File: src/rtl/blink_if.sv
`default_nettype none
// ============================================================================
//  Module   : blink_if
//  Brief    : Request / blinker handshake bundle for blink_sequencer.
//  Revision : 1.0  initial release
// ============================================================================
interface blink_if;
   logic req_error;
   logic req_success;
   logic done_blinking;
   logic start_blinking;
   logic blinkType;
   logic busy;
   logic dropped;
   logic timeout;

   // master: lock controller plus blinker side; slave: the sequencer itself
   modport master (
      output req_error, req_success, done_blinking,
      input  start_blinking, blinkType, busy, dropped, timeout
   );
   modport slave (
      input  req_error, req_success, done_blinking,
      output start_blinking, blinkType, busy, dropped, timeout
   );
endinterface
`default_nettype wire

File: src/rtl/blink_sequencer.sv
`default_nettype none
// ============================================================================
//  Module   : blink_sequencer
//  Brief    : Arbitrates error/success blink requests into a one-deep slot and
//             sequences the blinker with an enforced LED-off gap.
//             Optional watchdog on the RUN phase: BLINK_WATCHDOG_EN.
//  Revision : 1.0  initial release
// ============================================================================
module blink_sequencer #(
   parameter logic [23:0] GAP_CYCLES  = 24'd1200000,
   parameter logic [7:0]  ACK_CYCLES  = 8'd16,
   parameter logic [31:0] WDOG_CYCLES = 32'd48000000
) (
   input  wire logic hwclk,
   input  wire logic reset,
   blink_if.slave    bif
);

   localparam logic [2:0] c_IDLE     = 3'd0;
   localparam logic [2:0] c_START    = 3'd1;
   localparam logic [2:0] c_WAIT_ACK = 3'd2;
   localparam logic [2:0] c_RUN      = 3'd3;
   localparam logic [2:0] c_GAP      = 3'd4;

   localparam logic [23:0] c_GAP_LAST = (GAP_CYCLES == 24'd0) ? 24'd0 : GAP_CYCLES - 24'd1;
   localparam logic [7:0]  c_ACK_LAST = (ACK_CYCLES == 8'd0)  ? 8'd0  : ACK_CYCLES - 8'd1;

   logic [2:0]  r_state;
   logic        r_slot_vld;
   logic        r_slot_type;
   logic        r_start;
   logic        r_type;
   logic [7:0]  r_ack;
   logic [23:0] r_gap;

   logic w_launch;
   logic w_eff_vld;
   logic w_next_vld;
   logic w_next_type;
   logic w_drop;
   logic w_timeout;

   // A launch frees the slot in the same cycle, so capture sees it empty.
   assign w_launch  = (r_state == c_IDLE) && r_slot_vld && bif.done_blinking;
   assign w_eff_vld = r_slot_vld && !w_launch;

   always_comb begin
      w_next_vld  = w_eff_vld;
      w_next_type = r_slot_type;
      w_drop      = 1'b0;
      if (bif.req_error) begin
         w_next_vld  = 1'b1;
         w_next_type = 1'b0;
         w_drop      = bif.req_success || w_eff_vld;
      end else if (bif.req_success) begin
         if (w_eff_vld) begin
            w_drop = 1'b1;
         end else begin
            w_next_vld  = 1'b1;
            w_next_type = 1'b1;
         end
      end
   end

`ifdef BLINK_WATCHDOG_EN
   localparam logic [31:0] c_WDOG_LAST = (WDOG_CYCLES == 32'd0) ? 32'd0 : WDOG_CYCLES - 32'd1;
   logic [31:0] r_wdog;

   assign w_timeout = (r_state == c_RUN) && !bif.done_blinking && (r_wdog >= c_WDOG_LAST);

   // Cleared while waiting for the ack so RUN always starts counting from zero.
   always_ff @(posedge hwclk) begin
      if (reset) begin
         r_wdog <= 32'd0;
      end else if (r_state == c_WAIT_ACK) begin
         r_wdog <= 32'd0;
      end else if ((r_state == c_RUN) && (r_wdog != 32'hFFFF_FFFF)) begin
         r_wdog <= r_wdog + 32'd1;
      end
   end
`else
   logic w_unused_wdog;
   assign w_unused_wdog = ^WDOG_CYCLES;
   assign w_timeout     = 1'b0;
`endif

   always_ff @(posedge hwclk) begin
      if (reset) begin
         r_state     <= c_IDLE;
         r_slot_vld  <= 1'b0;
         r_slot_type <= 1'b0;
         r_start     <= 1'b0;
         r_type      <= 1'b0;
         r_ack       <= 8'd0;
         r_gap       <= 24'd0;
      end else begin
         r_slot_vld  <= w_next_vld;
         r_slot_type <= w_next_type;
         r_start     <= 1'b0;
         case (r_state)
            c_IDLE: begin
               if (w_launch) begin
                  r_state <= c_START;
                  r_type  <= r_slot_type;
                  r_start <= 1'b1;
               end
            end
            c_START: begin
               r_state <= c_WAIT_ACK;
               r_ack   <= 8'd0;
            end
            c_WAIT_ACK: begin
               if (!bif.done_blinking) begin
                  r_state <= c_RUN;
               end else if (r_ack >= c_ACK_LAST) begin
                  r_state <= c_GAP;
                  r_gap   <= 24'd0;
               end else begin
                  r_ack <= r_ack + 8'd1;
               end
            end
            c_RUN: begin
               if (bif.done_blinking || w_timeout) begin
                  r_state <= c_GAP;
                  r_gap   <= 24'd0;
               end
            end
            c_GAP: begin
               if (r_gap >= c_GAP_LAST) begin
                  r_state <= c_IDLE;
               end else begin
                  r_gap <= r_gap + 24'd1;
               end
            end
            default: r_state <= c_IDLE;
         endcase
      end
   end

   assign bif.start_blinking = r_start;
   assign bif.blinkType      = r_type;
   assign bif.busy           = !((r_state == c_IDLE) && !r_slot_vld);
   assign bif.dropped        = w_drop && !reset;
   assign bif.timeout        = w_timeout && !reset;

endmodule
`default_nettype wire

File: src/flat_wrapper.sv
// flat-port wrapper written by rule: the top's interface ports become plain ports
module blink_sequencer_flat 
#(
   parameter logic [23:0] GAP_CYCLES  = 24'd1200000,
   parameter logic [7:0]  ACK_CYCLES  = 8'd16,
   parameter logic [31:0] WDOG_CYCLES = 32'd48000000
)
  (hwclk, reset, bif_req_error, bif_req_success, bif_done_blinking, bif_start_blinking, bif_blinkType, bif_busy, bif_dropped, bif_timeout);
  blink_if bif_i ();
  input  wire logic hwclk;
  input  wire logic reset;
  input wire logic [$bits(bif_i.req_error)-1:0] bif_req_error;
  input wire logic [$bits(bif_i.req_success)-1:0] bif_req_success;
  input wire logic [$bits(bif_i.done_blinking)-1:0] bif_done_blinking;
  output wire logic [$bits(bif_i.start_blinking)-1:0] bif_start_blinking;
  output wire logic [$bits(bif_i.blinkType)-1:0] bif_blinkType;
  output wire logic [$bits(bif_i.busy)-1:0] bif_busy;
  output wire logic [$bits(bif_i.dropped)-1:0] bif_dropped;
  output wire logic [$bits(bif_i.timeout)-1:0] bif_timeout;
  assign bif_i.req_error = bif_req_error;
  assign bif_i.req_success = bif_req_success;
  assign bif_i.done_blinking = bif_done_blinking;
  assign bif_start_blinking = bif_i.start_blinking;
  assign bif_blinkType = bif_i.blinkType;
  assign bif_busy = bif_i.busy;
  assign bif_dropped = bif_i.dropped;
  assign bif_timeout = bif_i.timeout;
  blink_sequencer #(.GAP_CYCLES(GAP_CYCLES), .ACK_CYCLES(ACK_CYCLES), .WDOG_CYCLES(WDOG_CYCLES)) u_core (.hwclk(hwclk), .reset(reset), .bif(bif_i));
endmodule
File: config.mk
export PLATFORM = sky130hd
export DESIGN_NAME = blink_sequencer_flat
export DESIGN_NICKNAME = d
export VERILOG_FILES = /design/src/rtl/blink_if.sv /design/src/rtl/blink_sequencer.sv /design/src/flat_wrapper.sv
export SDC_FILE = /design/constraint.sdc
export NUM_CORES = 1
export LEC_CHECK = 0
export CAP_MARGIN = 40
export CELL_PAD_IN_SITES_DETAIL_PLACEMENT = 0
export CELL_PAD_IN_SITES_GLOBAL_PLACEMENT = 1
export CORE_MARGIN = 10
export CORE_UTILIZATION = 51
export DETAILED_ROUTE_END_ITERATION = 8
export DONT_BUFFER_PORTS = 1
export GPL_TIMING_DRIVEN = 1
export PLACE_DENSITY_LB_ADDON = 0.1
export SLEW_MARGIN = 40
export SYNTH_ARGS = -nofsm -noshare
export SYNTH_HDL_FRONTEND = slang
export SYNTH_SLANG_ARGS = --single-unit
File: constraint.sdc
create_clock -name hwclk -period 3 [get_ports hwclk]
set_input_delay 0.45 -clock hwclk [delete_from_list [all_inputs] [get_ports hwclk]]
set_output_delay 0.45 -clock hwclk [all_outputs]
set_load 0.1 [all_outputs]
==> reports/results.tsv, run 1 <==
stage	metric	value	unit
pwr	switching power	0.268	mW
critical_path	Critical path buffers and inverters	1	
placed_design	IO buf count	0	
pwr	pwr/cell area	516	nW/um^2
route	vias per cell	6.13	
floorplan	die height	83.9	um
route	DR iter-0 viols	190	
layout	Finished Layout Cells	294	
layout	share of cells above drive strength 1	11.5	%
synthesis	Commonest cells post-synth	dfxtp_1, nand2_1, nor2_1	
synthesis	Synth Register Bits	39	
clocking	CTS root buf	clkbuf_8	
pwr	Comb pwr share	6.8	%
synthesis	Mean Syn Cell Area	8.47	um^2
placed_design	HPWL after DPL	3270	um
pwr	sequential group share of total power	47.1	%
sta	fin crit share	80.2	%
pwr	Internal	0.879	mW
layout	fin nets	250	
critical_path	Req. time, crit path	2.55	ns
global_route	initial antenna violation count	0	
synthesis	cell accounting for the most synthesized area	dfxtp_1	
clocking	post-CTS setup buffers	0	
synthesis	Post-Syn Instances	246	
pwr	Leak	0.789	nW
critical_path	Crit Path Max Fanout	10	
clocking	Worst-Skew Late Latency	0.29	ns
synthesis	cell with the most instances after synthesis	dfxtp_1	
floorplan	Initial Util	52.5	%
global_route	gr ovfl total	0	
synthesis	Post-Syn Nets	253	
sta	Fin Clk Skew	0.00706	ns
pwr	Pwr Total	1.15	mW
synthesis	top post-synthesis cells by area	dfxtp_1, nand2_1, nor2_1	
clocking	CTS tree	yes	
worst_hold_path	Hold Crit Class	input pin to register	
sta	Final Hold Vio Count	0	
global_route	largest net degree at the start of global routing	20	
synthesis	Yosys top cell area share	37.5	%
clocking	clk buf depth	2	
layout	area grow syn2layout	6.61	%
clocking	clk sinks	39	
route	detailed-route wire length	4580	um
route	routed len/inst	15.6	um
floorplan	IO Pins	10	
clocking	clock buffer count from CTS	5	
floorplan	core area	3970	um^2
clocking	H-tree depth	2	
critical_path	kind of critical path	register to primary output	
pwr	worst vdd ir	374	uV
sta	Hold WS	0.212	ns
synthesis	Async SR Flop Fraction	0	%
sta	Max Slew Vio Count	0	
floorplan	die width	83.9	um
synthesis	total number of yosys warnings	0	
outcome	outcome	completed	
synthesis	synth unique cells	64	
sta	setup TNS	0	ns
sta	Final setup viols	0	
floorplan	die area	7040	um^2
placed_design	pre-CTS worst setup slack	0.798	ns
sta	fmax	415	MHz
critical_path	Worst setup SP type	register	
synthesis	Cell Area, Synth	2080	um^2
global_route	vias in the first global route	1686	
critical_path	critical path's top delay family	compound AO/OA/AOI/OAI gates	
run	Max Cap Viol	0	
clocking	# resized after CTS	0	
layout	# diodes	0	
clocking	post-cts hold buffer count	0	
pwr	power share of the clock group	46.1	%
sta	RSZ-0062 raised after global routing	no	
route	Vias	1801	
route	Post-DRT Antenna Nets	0	
sta	slew margin rel.	46.3	%
global_route	first-pass GRT wire length	7840	um
global_route	gr usage total	12.9	%
sta	fin crit period	2.41	ns
floorplan	row count	23	
route	Detailed Routing Iterations Pass 1	4	
sta	Worst-Margin Slew	0.803	ns
placed_design	placed cells	286	
synthesis	top_reg_cell synth	dfxtp_1	
critical_path	Worst path max stage delay	0.55	ns
critical_path	WP data arrival	1.96	ns
route	# DRC	0	
pwr	Net Sw Frac	23.4	%
placed_design	RePlAce Congestion	0.831	
critical_path	crit-path cells	nor3_1 -> a21boi_0 -> o21ai_0 -> a21oi_2 -> buf_4	
synthesis	Post-synth EDFFs	0	
sta	final setup margin	0.593	ns
synthesis	sequential-to-total area share from yosys stat	37.5	%
clocking	Worst-path clk slew	0.08	ns
critical_path	CP max stage cell	dfxtp_1	
critical_path	Worst Setup End Kind	primary output	
[cells in the final DEF (no fill, tap or decap), types with 5 or more instances in the layout]
cell type  count
dfxtp_1       37
buf_4          6
nor4_1         6
nor2_1        24
nor3_1         9
clkbuf_8       5
o31ai_1        5
nand4_1       10
o311ai_0      10
nand3_1       11
inv_1          8
nand2_1       27
o211ai_1       5
[area by class of cell]
cell class / count / area, um^2
Clock buffer: 5 / 68.8
Clock inverter: 3 / 67.6
Fill cell: 354 / 1750
Inverter: 8 / 30.0
Multi-Input combinational cell: 183 / 1160
Sequential cell: 39 / 783
Tap cell: 50 / 62.6
Timing Repair Buffer: 6 / 45.0
[per-layer routing]
layer	track usage (%)	share of wire [%]	vias up
met5	0	0	-
met4	3.65	0.48	0
met3	3.32	4.7	2
met2	22.6	49	41
met1	15.1	46	846
li1	-	-	912
[logic make-up after synthesis]
family / count (synthesis) / share of synthesized area (%)
mux: 1 / 0.480
fa+ha+maj: 2 / 1.20
xor+xnor: 4 / 1.68
buf+inv: 24 / 6.85
flops: 39 / 37.5
simple gates: 119 / 31.5
compound gates: 56 / 20.7
other cells: 1 / 0.180
[power by group through the flow]
stage / clock, mW / sequential (mW) / combinational (mW)
finish: 0.528 / 0.540 / 0.0780
global placement: 0 / 0.552 / 0.0770
detailed placement: 0 / 0.553 / 0.0778
floorplan: 0 / 0.546 / 0.0757
CTS: 0.536 / 0.540 / 0.0782
global route: 0.561 / 0.542 / 0.0848
[stage by stage]
stage / cell area, um^2 / utilization [%]
2_1_floorplan: 2080 / -
3_3_place_gp: 2080 / 52.4
3_5_place_dp: 2080 / 52.5
4_1_cts: 2220 / 55.9
5_1_grt: 2220 / 55.9
6_report: 2220 / 55.9
[path summary, 6_finish.rpt]
check | startpoint | end | slack, ns | cells after the start
max reg2reg | u_core.r_ack[7] | u_core.r_gap[2] | 0.73 | 5
max | u_core.r_state[1] | bif_dropped | 0.59 | 5
min | reset | u_core.r_ack[1] | 0.21 | 1
min reg2reg | u_core.r_ack[5] | u_core.r_ack[5] | 0.46 | 2
[sequential cells by signal, indices dropped and copies added, names as in the netlist]
name and count:
u_core.r_gap 24, u_core.r_ack 8, u_core.r_state 3, u_core.bif.blinkType 1, u_core.bif.start_blinking 1, u_core.r_slot_type 1, u_core.r_slot_vld 1
No activity file was read; power rests on OpenSTA's default activity.
==> run 2, diff against run 1 <==
- ABC_AREA: unset -> 1
- CORE_UTILIZATION: 51 -> 44
- clock period: 3 -> 2.3 ns (I/O delays scaled with it)
==> run 2 against run 1 <==
  * Global-route usage increased by 1.6 points
  * Combinational power grew to 9.5 times the previous value
  * Total power is 86% higher
  * Highest routed layer unchanged
  * Final cell count up 55%
==> reports/results.tsv, run 2 <==
stage	metric	value	unit	change
outcome	outcome	completed		unchanged
floorplan	die width	92.9	um	was 83.9 um
worst_hold_path	Hold Startpoint	reset		unchanged
pwr	worst vdd ir	580	uV	was 374 uV
global_route	initial antenna violation count	0		unchanged
critical_path	CP max stage cell	dfxtp_1		unchanged
synthesis	sequential-to-total area share from yosys stat	33.4	%	was 37.5%
synthesis	synth unique cells	27		was 64
layout	biggest regs	u_core.r_gap x24, u_core.r_ack x8, u_core.r_state x3		unchanged
clocking	# resized after CTS	0		unchanged
placed_design	pre-CTS worst setup slack	0.372	ns	was 0.798 ns
clocking	Worst-Skew Late Latency	0.30	ns	was 0.29 ns
synthesis	Post-Syn Instances	383		was 246
global_route	vias in the first global route	2138		was 1686
synthesis	cell accounting for the most synthesized area	dfxtp_1		unchanged
pwr	pwr/cell area	850	nW/um^2	was 516 nW/um^2
critical_path	kind of critical path	register to primary output		unchanged
clocking	CTS tree	yes		unchanged
clocking	clk buf depth	2		unchanged
synthesis	Mean Syn Cell Area	6.10	um^2	was 8.47 um^2
sta	Final setup viols	0		unchanged
layout	max reg flops	24		unchanged
synthesis	Synth Register Bits	39		unchanged
layout	most frequent cells in the layout	nand2_1, nor2_1, nand3_1		was dfxtp_1, nand2_1, nor2_1
worst_hold_path	Hold Path Cell Cnt	1		unchanged
synthesis	cell with the most instances after synthesis	nand2_1		was dfxtp_1
critical_path	Worst path max stage delay	0.46	ns	was 0.55 ns
floorplan	IO Pins	10		unchanged
global_route	gr ovfl total	0		unchanged
critical_path	Worst Setup End Kind	primary output		unchanged
synthesis	top_reg_cell synth	dfxtp_1		unchanged
layout	# diodes	0		unchanged
layout	share of cells above drive strength 1	7.49	%	was 11.5%
route	routed len/inst	12.9	um	was 15.6 um
floorplan	row count	26		was 23
sta	Fin Clk Skew	0.0111	ns	was 0.00706 ns
critical_path	crit-path cells	inv_1 -> nand4_1 -> nand2_1 -> nor2_1 -> o21ai_0 -> nor2_2 -> buf_4		was nor3_1 -> a21boi_0 -> o21ai_0 -> a21oi_2 -> buf_4
floorplan	die area	8630	um^2	was 7040 um^2
critical_path	reg2reg path depth	12		was 5
layout	Largest Register	u_core.r_gap		unchanged
placed_design	RePlAce Congestion	0.861		was 0.831
sta	final setup margin	0.169	ns	was 0.593 ns
run	Max Cap Viol	0		unchanged
sta	Final Hold Vio Count	0		unchanged
synthesis	Commonest cells post-synth	nand2_1, nor2_1, nand3_1		was dfxtp_1, nand2_1, nor2_1
synthesis	Cell Area, Synth	2340	um^2	was 2080 um^2
critical_path	worst reg2reg startpoint	u_core.r_gap[0]		was u_core.r_ack[7]
sta	Max Slew Vio Count	0		unchanged
worst_hold_path	Hold Crit Class	input pin to register		unchanged
synthesis	total number of yosys warnings	0		unchanged
critical_path	Worst setup SP type	register		unchanged
clocking	clk sinks	39		unchanged
synthesis	Post-Syn Nets	390		was 253
clocking	CTS root buf	clkbuf_8		unchanged
worst_hold_path	Hold Path End	u_core.r_gap[14]		was u_core.r_ack[1]
route	vias per cell	4.98		was 6.13
clocking	H-tree depth	2		unchanged
synthesis	Async SR Flop Fraction	0	%	unchanged
synthesis	Yosys top cell area share	33.4	%	was 37.5%
critical_path	Req. time, crit path	1.96	ns	was 2.55 ns
placed_design	HPWL after DPL	4280	um	was 3270 um
clocking	Worst-path clk slew	0.09	ns	was 0.08 ns
critical_path	FF-to-FF End	u_core.r_gap[3]		was u_core.r_gap[2]
pwr	Leak	0.970	nW	was 0.789 nW
global_route	gr usage total	14.5	%	was 12.9%
sta	fin crit period	2.13	ns	
synthesis	Post-synth EDFFs	0		unchanged
critical_path	Crit Path Max Fanout	5		was 10
route	detailed-route wire length	5880	um	was 4580 um
clocking	post-cts hold buffer count	0		unchanged
floorplan	Initial Util	45.5	%	was 52.5%
global_route	largest net degree at the start of global routing	22		was 20
floorplan	die height	92.9	um	was 83.9 um
sta	fin crit share	92.7	%	
critical_path	WP data arrival	1.79	ns	was 1.96 ns
floorplan	core area	5140	um^2	was 3970 um^2
layout	area grow syn2layout	7.49	%	was 6.61%
route	DR iter-0 viols	165		was 190
route	Detailed Routing Iterations Pass 1	4		unchanged
sta	RSZ-0062 raised after global routing	no		unchanged
synthesis	top post-synthesis cells by area	dfxtp_1, nand2_1, nor2_1		unchanged
critical_path	Critical path buffers and inverters	2		was 1
critical_path	critical path's top delay family	simple AND/OR/NAND/NOR gates		was compound AO/OA/AOI/OAI gates
global_route	first-pass GRT wire length	10300	um	was 7840 um
route	Vias	2274		was 1801
layout	most common cell after layout, fill and taps aside	nand2_1		was dfxtp_1
sta	setup TNS	0	ns	unchanged
clocking	clock buffer count from CTS	5		unchanged
placed_design	IO buf count	0		unchanged
route	# DRC	0		unchanged
layout	fin nets	393		was 250
route	Post-DRT Antenna Nets	0		unchanged
critical_path	Worst R2R Setup Slack	0.38	ns	was 0.73 ns
sta	fmax	469	MHz	
## run 2: changes by cell type after synthesis, sizes merged, moves of 10 or more
cell	delta
nand3	+33
a21oi	+12
nand2	+78
o311ai	-10
inv	+28
nor2	+55
## run 2: metal layers
metal,routed length [um],GRT usage (%),vias up
li1,-,-,1234
met1,2760,18.0,1007
met2,2800,24.0,26
met3,220,3.39,7
met4,102,5.01,0
met5,0,0,-
## run 2: how the worst max path moves through the flow
stage | startpoint | endpoint | slack [ns] | depth (start not counted)
2_1_floorplan | reset | bif_dropped | 0.15 | 5
3_3_place_gp | u_core.r_gap[0] | u_core.r_gap[18] | 0.41 | 12
3_5_place_dp | u_core.r_gap[0] | u_core.r_gap[19] | 0.37 | 12
4_1_cts | u_core.r_state[1] | bif_dropped | 0.12 | 7
5_1_grt | u_core.r_state[1] | bif_dropped | 0.02 | 7
6_report | u_core.r_state[1] | bif_dropped | 0.17 | 7
## run 2: power by group
group	internal (mW)	total, mW	switching [mW]
registers	0.775	0.906	0.132
clock network	0.217	0.490	0.273
logic	0.237	0.739	0.502
total	1.23	2.14	0.907
## run 2: logic make-up (layout without fill, tap and decap cells)
logic type | after synthesis | count (layout) | share of synthesized area, %
and+or+nand+nor | 253 | 253 | 46.4
buffers and inverters | 49 | 53 | 8.99
DFF | 39 | 39 | 33.4
AOI/OAI and AO/OA | 38 | 38 | 9.64
adders and majority gates | 2 | 2 | 1.07
other | 1 | 1 | 0.160
xor gates and xnor gates | 1 | 1 | 0.375
## run 2: through the flow
stage	std cells	hold slack (ns)	util [%]	instance area, um^2	power, mW
final	457	0.0999	48.9	2510	2.14
after global routing	457	0.0837	48.9	2510	2.30
after CTS	456	0.0919	48.7	2500	2.16
after detailed placement	448	0.420	46.9	2410	1.66
after global placement	448	0.418	46.9	2410	1.65
after floorplan	383	0.418	-	2340	1.53
## run 2: area by class of cell
class / count / area, um^2
sequential: 39 / 781
multi-input combinational: 295 / 1350
clock inverter: 3 / 23.8
inverter: 36 / 135
tap: 70 / 87.6
fill: 607 / 2630
clock buffer: 5 / 68.8
timing repair buffer: 9 / 67.6
## run 2: repair_timing
| item | 4_1_cts | 5_1_grt |
|---|---|---|
| setup endpoints to repair | 0 | 1 |
| buffers inserted | 0 | 1 |
| hold endpoints to repair | 0 | 0 |
